===== src/rtl/uart_rx_os.sv =====
// 8N1 UART receiver with 16x oversampling and a 3-sample majority vote per bit.
// Received bytes land in a one-entry valid/ready holding register; framing and
// overrun conditions are reported as single-cycle pulses.
module uart_rx_os #(
  parameter int clk_freq  = 50000000,
  parameter int baud_rate = 19200
) (
  input  logic       clk,
  input  logic       rst,
  input  logic       rx,
  input  logic       rx_ready,
  output logic [7:0] rx_data_out,
  output logic       rx_valid,
  output logic       rx_busy,
  output logic       framing_err,
  output logic       overrun
);

  localparam int DIV   = clk_freq / (baud_rate * 16);
  localparam int DIV_W = (DIV > 1) ? $clog2(DIV) : 1;
  localparam logic [DIV_W-1:0] DIV_LAST = DIV_W'(DIV - 1);
  localparam logic [DIV_W-1:0] DIV_ONE  = DIV_W'(1);

  typedef enum logic [2:0] {
    ST_IDLE  = 3'd0,
    ST_START = 3'd1,
    ST_DATA  = 3'd2,
    ST_STOP  = 3'd3,
    ST_BREAK = 3'd4
  } state_t;

  // Majority of three samples; tolerates one corrupted sample per bit.
  function automatic logic maj3(input logic a, input logic b, input logic c);
    return (a & b) | (a & c) | (b & c);
  endfunction

  state_t           state_r;
  state_t           state_nxt_s;
  logic             rx_meta_r;
  logic             rx_sync_r;
  logic [DIV_W-1:0] div_cnt_r;
  logic [3:0]       sub_r;
  logic             samp7_r;
  logic             samp8_r;
  logic [2:0]       idx_r;
  logic [7:0]       shift_r;
  logic             os_tick_s;
  logic             tick9_s;
  logic             tick15_s;
  logic             vote_s;
  logic             deliver_s;
  logic             frame_err_s;

  assign os_tick_s = (state_r != ST_IDLE) && (div_cnt_r == DIV_LAST);
  assign tick9_s   = os_tick_s && (sub_r == 4'd9);
  assign tick15_s  = os_tick_s && (sub_r == 4'd15);
  assign vote_s    = maj3(samp7_r, samp8_r, rx_sync_r);

  // Two-flop synchronizer for the asynchronous rx pin (idles high).
  always_ff @(posedge clk or negedge rst) begin
    if (!rst) begin
      rx_meta_r <= 1'b1;
      rx_sync_r <= 1'b1;
    end else begin
      rx_meta_r <= rx;
      rx_sync_r <= rx_meta_r;
    end
  end

  // Oversample divider and sub-bit counter; both held at zero while idle so the
  // sampling phase is anchored to the detected start edge.
  always_ff @(posedge clk or negedge rst) begin
    if (!rst) begin
      div_cnt_r <= '0;
      sub_r     <= 4'd0;
    end else if (state_r == ST_IDLE) begin
      div_cnt_r <= '0;
      sub_r     <= 4'd0;
    end else if (os_tick_s) begin
      div_cnt_r <= '0;
      sub_r     <= sub_r + 4'd1;
    end else begin
      div_cnt_r <= div_cnt_r + DIV_ONE;
    end
  end

  // Capture the first two of the three mid-bit samples; the third is live rx_sync_r.
  always_ff @(posedge clk or negedge rst) begin
    if (!rst) begin
      samp7_r <= 1'b1;
      samp8_r <= 1'b1;
    end else if (os_tick_s && (sub_r == 4'd7)) begin
      samp7_r <= rx_sync_r;
    end else if (os_tick_s && (sub_r == 4'd8)) begin
      samp8_r <= rx_sync_r;
    end
  end

  // Frame state register.
  always_ff @(posedge clk or negedge rst) begin
    if (!rst) begin
      state_r <= ST_IDLE;
    end else begin
      state_r <= state_nxt_s;
    end
  end

  // Next-state logic plus single-cycle delivery / framing-error strobes.
  always_comb begin
    state_nxt_s = state_r;
    deliver_s   = 1'b0;
    frame_err_s = 1'b0;
    case (state_r)
      ST_IDLE: begin
        if (!rx_sync_r) begin
          state_nxt_s = ST_START;
        end else begin
          state_nxt_s = ST_IDLE;
        end
      end
      ST_START: begin
        if (tick9_s && vote_s) begin
          state_nxt_s = ST_IDLE;
        end else if (tick15_s) begin
          state_nxt_s = ST_DATA;
        end else begin
          state_nxt_s = ST_START;
        end
      end
      ST_DATA: begin
        if (tick15_s && (idx_r == 3'd7)) begin
          state_nxt_s = ST_STOP;
        end else begin
          state_nxt_s = ST_DATA;
        end
      end
      ST_STOP: begin
        // Return to idle mid stop bit so the next start edge is caught early.
        if (tick9_s && vote_s) begin
          state_nxt_s = ST_IDLE;
          deliver_s   = 1'b1;
        end else if (tick9_s) begin
          state_nxt_s = ST_BREAK;
          frame_err_s = 1'b1;
        end else begin
          state_nxt_s = ST_STOP;
        end
      end
      ST_BREAK: begin
        if (rx_sync_r) begin
          state_nxt_s = ST_IDLE;
        end else begin
          state_nxt_s = ST_BREAK;
        end
      end
      default: begin
        state_nxt_s = ST_IDLE;
      end
    endcase
  end

  // Data bit shift register, LSB first, indexed by the bit counter.
  always_ff @(posedge clk or negedge rst) begin
    if (!rst) begin
      idx_r   <= 3'd0;
      shift_r <= 8'h00;
    end else if (state_r == ST_START) begin
      idx_r <= 3'd0;
    end else if (state_r == ST_DATA) begin
      if (tick9_s) begin
        shift_r[idx_r] <= vote_s;
      end
      if (tick15_s && (idx_r != 3'd7)) begin
        idx_r <= idx_r + 3'd1;
      end
    end
  end

  // Holding register, busy flag and error pulses, all registered.
  always_ff @(posedge clk or negedge rst) begin
    if (!rst) begin
      rx_data_out <= 8'h00;
      rx_valid    <= 1'b0;
      rx_busy     <= 1'b0;
      framing_err <= 1'b0;
      overrun     <= 1'b0;
    end else begin
      rx_busy     <= (state_nxt_s != ST_IDLE);
      framing_err <= frame_err_s;
      overrun     <= deliver_s && rx_valid && !rx_ready;
      if (deliver_s) begin
        if (!rx_valid || rx_ready) begin
          rx_data_out <= shift_r;
          rx_valid    <= 1'b1;
        end
      end else if (rx_valid && rx_ready) begin
        rx_valid <= 1'b0;
      end
    end
  end

endmodule


===== config.mk =====
export PLATFORM = sky130hd
export DESIGN_NAME = uart_rx_os
export DESIGN_NICKNAME = d
export VERILOG_FILES = /design/src/rtl/uart_rx_os.sv
export SDC_FILE = /design/constraint.sdc
export NUM_CORES = 1
export LEC_CHECK = 0
export ABC_AREA = 1
export ABC_CLOCK_PERIOD_IN_PS = 2000
export CAP_MARGIN = 20
export CORE_ASPECT_RATIO = 1.4
export CORE_UTILIZATION = 48
export DETAILED_ROUTE_END_ITERATION = 7
export HOLD_SLACK_MARGIN = 0.08
export PLACE_DENSITY_LB_ADDON = 0.25
export SYNTH_ARGS = -nofsm -noshare
export SYNTH_HDL_FRONTEND = slang
export SYNTH_SLANG_ARGS = --single-unit

===== constraint.sdc =====
create_clock -name clk -period 2 [get_ports clk]
set_clock_uncertainty 0.1 [all_clocks]
set_input_delay 0.4 -clock clk [delete_from_list [all_inputs] [get_ports clk]]
set_output_delay 0.4 -clock clk [all_outputs]
set_load 0.01 [all_outputs]

==> impl.org, run 1 <==
** Status
- Run status :: complete, but fails checks
- Failing checks :: design-rule violations

** Routing
- The detail route stage leaves a number of antenna-violating nets equal to 0.
- The detailed router finished its first iteration with 62 violations.
- After detailed routing, the number of vias per cell comes to between 5 and 6.
- In the final routed layout, each cell accounts on average for ~12 um.
- Overall routed net length :: 3.97 mm
- Number of iterations in the first detailed-routing pass :: 6
- In the routed design, unresolved DRC markers number 2.
- Total via count in the routed design :: ~1700

** Synth
- Among all cell types in the netlist, the one instantiated most often is sky130_fd_sc_hd__nand2_1.
- During synthesis, Yosys emitted a total of 0 warnings.
- Mean cell area of the mapped netlist :: between 8 and 9 um2
- After synthesis the netlist holds a flip-flop and latch count of 42.
- Top cells by area, synth :: sky130_fd_sc_hd__dfrtp_1 (45%), sky130_fd_sc_hd__nand2_1 (12%), sky130_fd_sc_hd__nor2_1 (6.8%), sky130_fd_sc_hd__nand3_1 (6.6%), sky130_fd_sc_hd__dfstp_2 (5.0%)
- Yosys top cell by area :: sky130_fd_sc_hd__dfrtp_1
- Post-Synthesis Cells :: ~260
- Synthesis instantiated 25 different standard cells from the library.
- The synthesized design contains 0 enable-type register cells.
- Commonest cells in the netlist :: sky130_fd_sc_hd__nand2_1 (68), sky130_fd_sc_hd__dfrtp_1 (38), sky130_fd_sc_hd__nor2_1 (38)
- After synthesis the cells add up to ~0.0021 mm2.
- In the synthesized netlist the dominant register cell turns out to be sky130_fd_sc_hd__dfrtp_1.
- Of the post-synthesis cell area, the dominant cell type holds 0.451.
- For this run, the register share of the synthesized area comes to 0.501.
- Async set or reset register ratio after synthesis :: 1.00
- Counting every net in the synthesized netlist gives roughly 270.

** Pwr
- Worst voltage drop across the vdd grid :: 0.362 mV
- For this design the ratio of total power to cell area is a little under 700 mW/mm2.
- Logic gate share of total power :: 0.016
- Share of power burned in registers :: 0.501
- Share of total power consumed by net switching :: 0.182
- Total design power :: approximately 0.0017 W
- Leakage power of the design :: about 1.3 nW
- Part of the power in the clock network :: 0.483
- Summed over all nets, the switching power comes to 0.000309 W.
- The internal power of the cells totals 0.00139 W.

** Finish
- Area taken by flip-flops and latches :: around 0.0011 mm2
- Area of combinational cells with multiple inputs :: 936 um2
- The finished layout holds around 330 standard cells, fillers aside.
- Net count reported at finish :: 293
- Antenna diodes :: 0
- Relative to the synthesized area, the layout overhead comes to 18.6%.
- Number of filler instances in the final layout :: around 380
- In the final layout, the share of cells above drive strength 1 is 0.102.
- At the end of the flow the core is filled with cells to 0.595.

** Clocking
- TritonCTS built the clock tree.
- Clock Sinks :: 42
- H-tree depth :: 2
- Clock root buffer :: sky130_fd_sc_hd__clkbuf_8
- In this run, CTS created clock tree buffers numbering 5.
- The number of setup buffers added after CTS is 0.
- Clock-pin slew on the worst setup and hold paths :: around 0.08 ns
- Maximum clock insertion buffer count :: 2
- At the later pin of the worst-skew pair, clock insertion delay measures about 0.30 ns.

** Global route
- Global-route congestion overflow total :: 0
- Number of antenna violations at the first check in global routing :: 0
- Entering global routing, the biggest net connects 25 pins.
- Wire length of the first global-routing pass :: 7.09 mm
- The number of global-route vias before repair was roughly 1700.
- Across every metal layer, demand over resource in global routing totals 0.197.

** Setup path
- The worst register-to-register path has a depth of 10.
- The worst setup path is captured at a register.
- Critical Path Fanout Max :: 9
- The worst register-to-register path begins at div_cnt_r[1].
- Data arrival time of the critical path :: 1.93 ns
- For the worst setup path, the data required time is between 2 and 2.5 ns.
- Launching element type of the critical path :: register
- Worst setup path category :: reg -> reg
- In this run the critical register-to-register path is captured at rx_data_out[4].
- The worst register-to-register path has a setup slack of 0.21 ns.

** Placement
- Cell total after placement :: approximately 320
- At the end of routability-driven placement, the weighted congestion stood at approximately 0.85.
- The count of buffers added on input and output ports is 15.
- Setup slack after placement :: between 0.15 and 0.2 ns
- Once detailed placement completed, the half-perimeter wirelength came to about 3.0 mm.

** Min path
- Hold path startpoint :: rx_meta_r
- Worst min path class :: reg -> reg
- The worst hold path terminates at rx_sync_r.
- Cell depth of the worst min-delay path :: 0

** Floorplanning
- The die covers 0.00467 mm2.
- The die is between 80 and 90 um tall.
- The initialized floorplan defines 28 standard-cell rows.
- Core Region :: 0.00420 mm2
- Die width :: a little under 60 um
- For this design the top-level I/O count stands at 16.
- Initial Utilization :: 0.502

** Timing
- Max Clk Rate :: 0.560 GHz
- Setup violations remaining at the end of the flow were counted as 0.
- Setup slack closes at about 0.21 ns.
- Part of the cycle the worst path needs :: 0.893
- Setup Total Neg Slack :: 0 ns
- RSZ-0062 raised after global routing :: false
- For the pin with the worst max-slew slack, the measured transition is about 0.54 ns.
- Max-Slew Margin vs Limit :: 0.636
- The count of final max-slew check failures was 0.
- Subtracting the final worst setup slack from the clock period gives around 1.8 ns.
- The number of hold-slack violations in the final timing report came to 0.

** Job
- Across the run, the number of max-cap violations was 0.
-- what timing repair did --
action | CTS | global route
hold endpoints to repair | 14 | 0
endpoints found under the setup margin | 0 | 1
hold buffers | 1 | 0
gates resized for setup | 0 | 1
-- worst max path at each step --
stage / cells after the start / start / endpoint / slack [ns]
6_report: 10 / div_cnt_r[1] / rx_data_out[4] / 0.21
5_1_grt: 10 / div_cnt_r[1] / rx_data_out[0] / 0.02
4_1_cts: 11 / div_cnt_r[1] / rx_data_out[3] / 0.17
3_5_place_dp: 11 / div_cnt_r[1] / rx_data_out[3] / 0.17
3_3_place_gp: 9 / sub_r[1] / rx_data_out[6] / 0.24
2_1_floorplan: 11 / div_cnt_r[1] / rx_data_out[0] / 0.35
-- layout make-up --
type | count | area share
Tap cell | 45 | 0.0225
Clock buffer | 6 | 0.0330
Inverter | 30 | 0.0450
Multi-Input combinational cell | 183 | 0.374
Clock inverter | 2 | 0.0240
Timing Repair Buffer | 20 | 0.0790
Sequential cell | 42 | 0.422
-- layer usage --
metal  track usage  part of all wire  vias to the layer above
li1              -                 -                      884
met1         0.209              0.42                      799
met2         0.362              0.53                       34
met3        0.0499             0.028                       10
met4        0.0810             0.022                        0
met5             0                 0                        -
-- power groups by stage --
stage | clock (W) | sequential [W] | combinational, W
3_5_place_dp | 0 | 0.000870 | 0.0000280
5_1_grt | 0.000868 | 0.000854 | 0.0000325
2_1_floorplan | 0 | 0.000870 | 0.00000122
6_report | 0.000822 | 0.000853 | 0.0000279
3_3_place_gp | 0 | 0.000870 | 0.0000275
4_1_cts | 0.000834 | 0.000853 | 0.0000295
-- worst max-delay path, stage by stage (launching register included) --
cell	delay, ns
sky130_fd_sc_hd__dfrtp_1	0.40
sky130_fd_sc_hd__inv_1	0.06
sky130_fd_sc_hd__ha_1	0.15
sky130_fd_sc_hd__inv_1	0.05
sky130_fd_sc_hd__nor2_1	0.08
sky130_fd_sc_hd__nand2_1	0.10
sky130_fd_sc_hd__nor2_4	0.16
sky130_fd_sc_hd__nand3_4	0.12
sky130_fd_sc_hd__nor3_4	0.31
sky130_fd_sc_hd__nand3_1	0.12
sky130_fd_sc_hd__nand2_1	0.08
-- cell families (layout without fill, tap and decap cells) --
family          after synthesis  in the layout  synth area share
simple gates                161            161             0.357
xor+xnor                      2              2           0.00831
fa+ha+maj                     7              7            0.0415
buf+inv                      32             58            0.0569
flops                        42             42             0.501
compound gates               13             13            0.0356
-- per-stage QoR --
stage	hold WS, ns	cell area [um2]
floorplan	0.00441	2110
CTS	0.259	2500
finish	0.258	2500
global placement	0.246	2350
global route	0.268	2500
detailed placement	0.248	2350
-- cell usage in the layout (no fill, tap or decap), types with 2 or more instances in the layout --
cell                              netlist  layout
sky130_fd_sc_hd__clkbuf_8               0       6
sky130_fd_sc_hd__nand3_2                2       2
sky130_fd_sc_hd__bufinv_16              0       2
sky130_fd_sc_hd__nand3_1               28      28
sky130_fd_sc_hd__ha_1                   7       7
sky130_fd_sc_hd__a21oi_1                4       4
sky130_fd_sc_hd__o21ai_0                6       6
sky130_fd_sc_hd__nor2_2                 1       2
sky130_fd_sc_hd__nor2_4                 2       2
sky130_fd_sc_hd__buf_4                  0       3
sky130_fd_sc_hd__dfrtp_1               38      38
sky130_fd_sc_hd__nor3_1                 3       3
sky130_fd_sc_hd__clkdlybuf4s50_1        0      14
sky130_fd_sc_hd__inv_1                 28      28
sky130_fd_sc_hd__nand4_1               14      14
sky130_fd_sc_hd__nor2_1                38      37
sky130_fd_sc_hd__nand2_1               68      68
sky130_fd_sc_hd__nor3_4                 2       2
sky130_fd_sc_hd__dfstp_2                4       4
sky130_fd_sc_hd__xnor2_1                2       2
-- flip-flops by register name, indices dropped and copies added, names as in the netlist --
register	count
div_cnt_r	8
rx_data_out	8
shift_r	8
sub_r	4
idx_r	3
state_r	3
framing_err	1
overrun	1
rx_busy	1
rx_meta_r	1
rx_sync_r	1
rx_valid	1
samp7_r	1
samp8_r	1
(Power assumes the default switching activity.)
==> inputs of run 2 (changes only) <==
- CTS_CLUSTER_DIAMETER: unset -> 200
==> results of run 2 <==
Same layout as run 1: the final DEF is identical, and so are final timing and power.
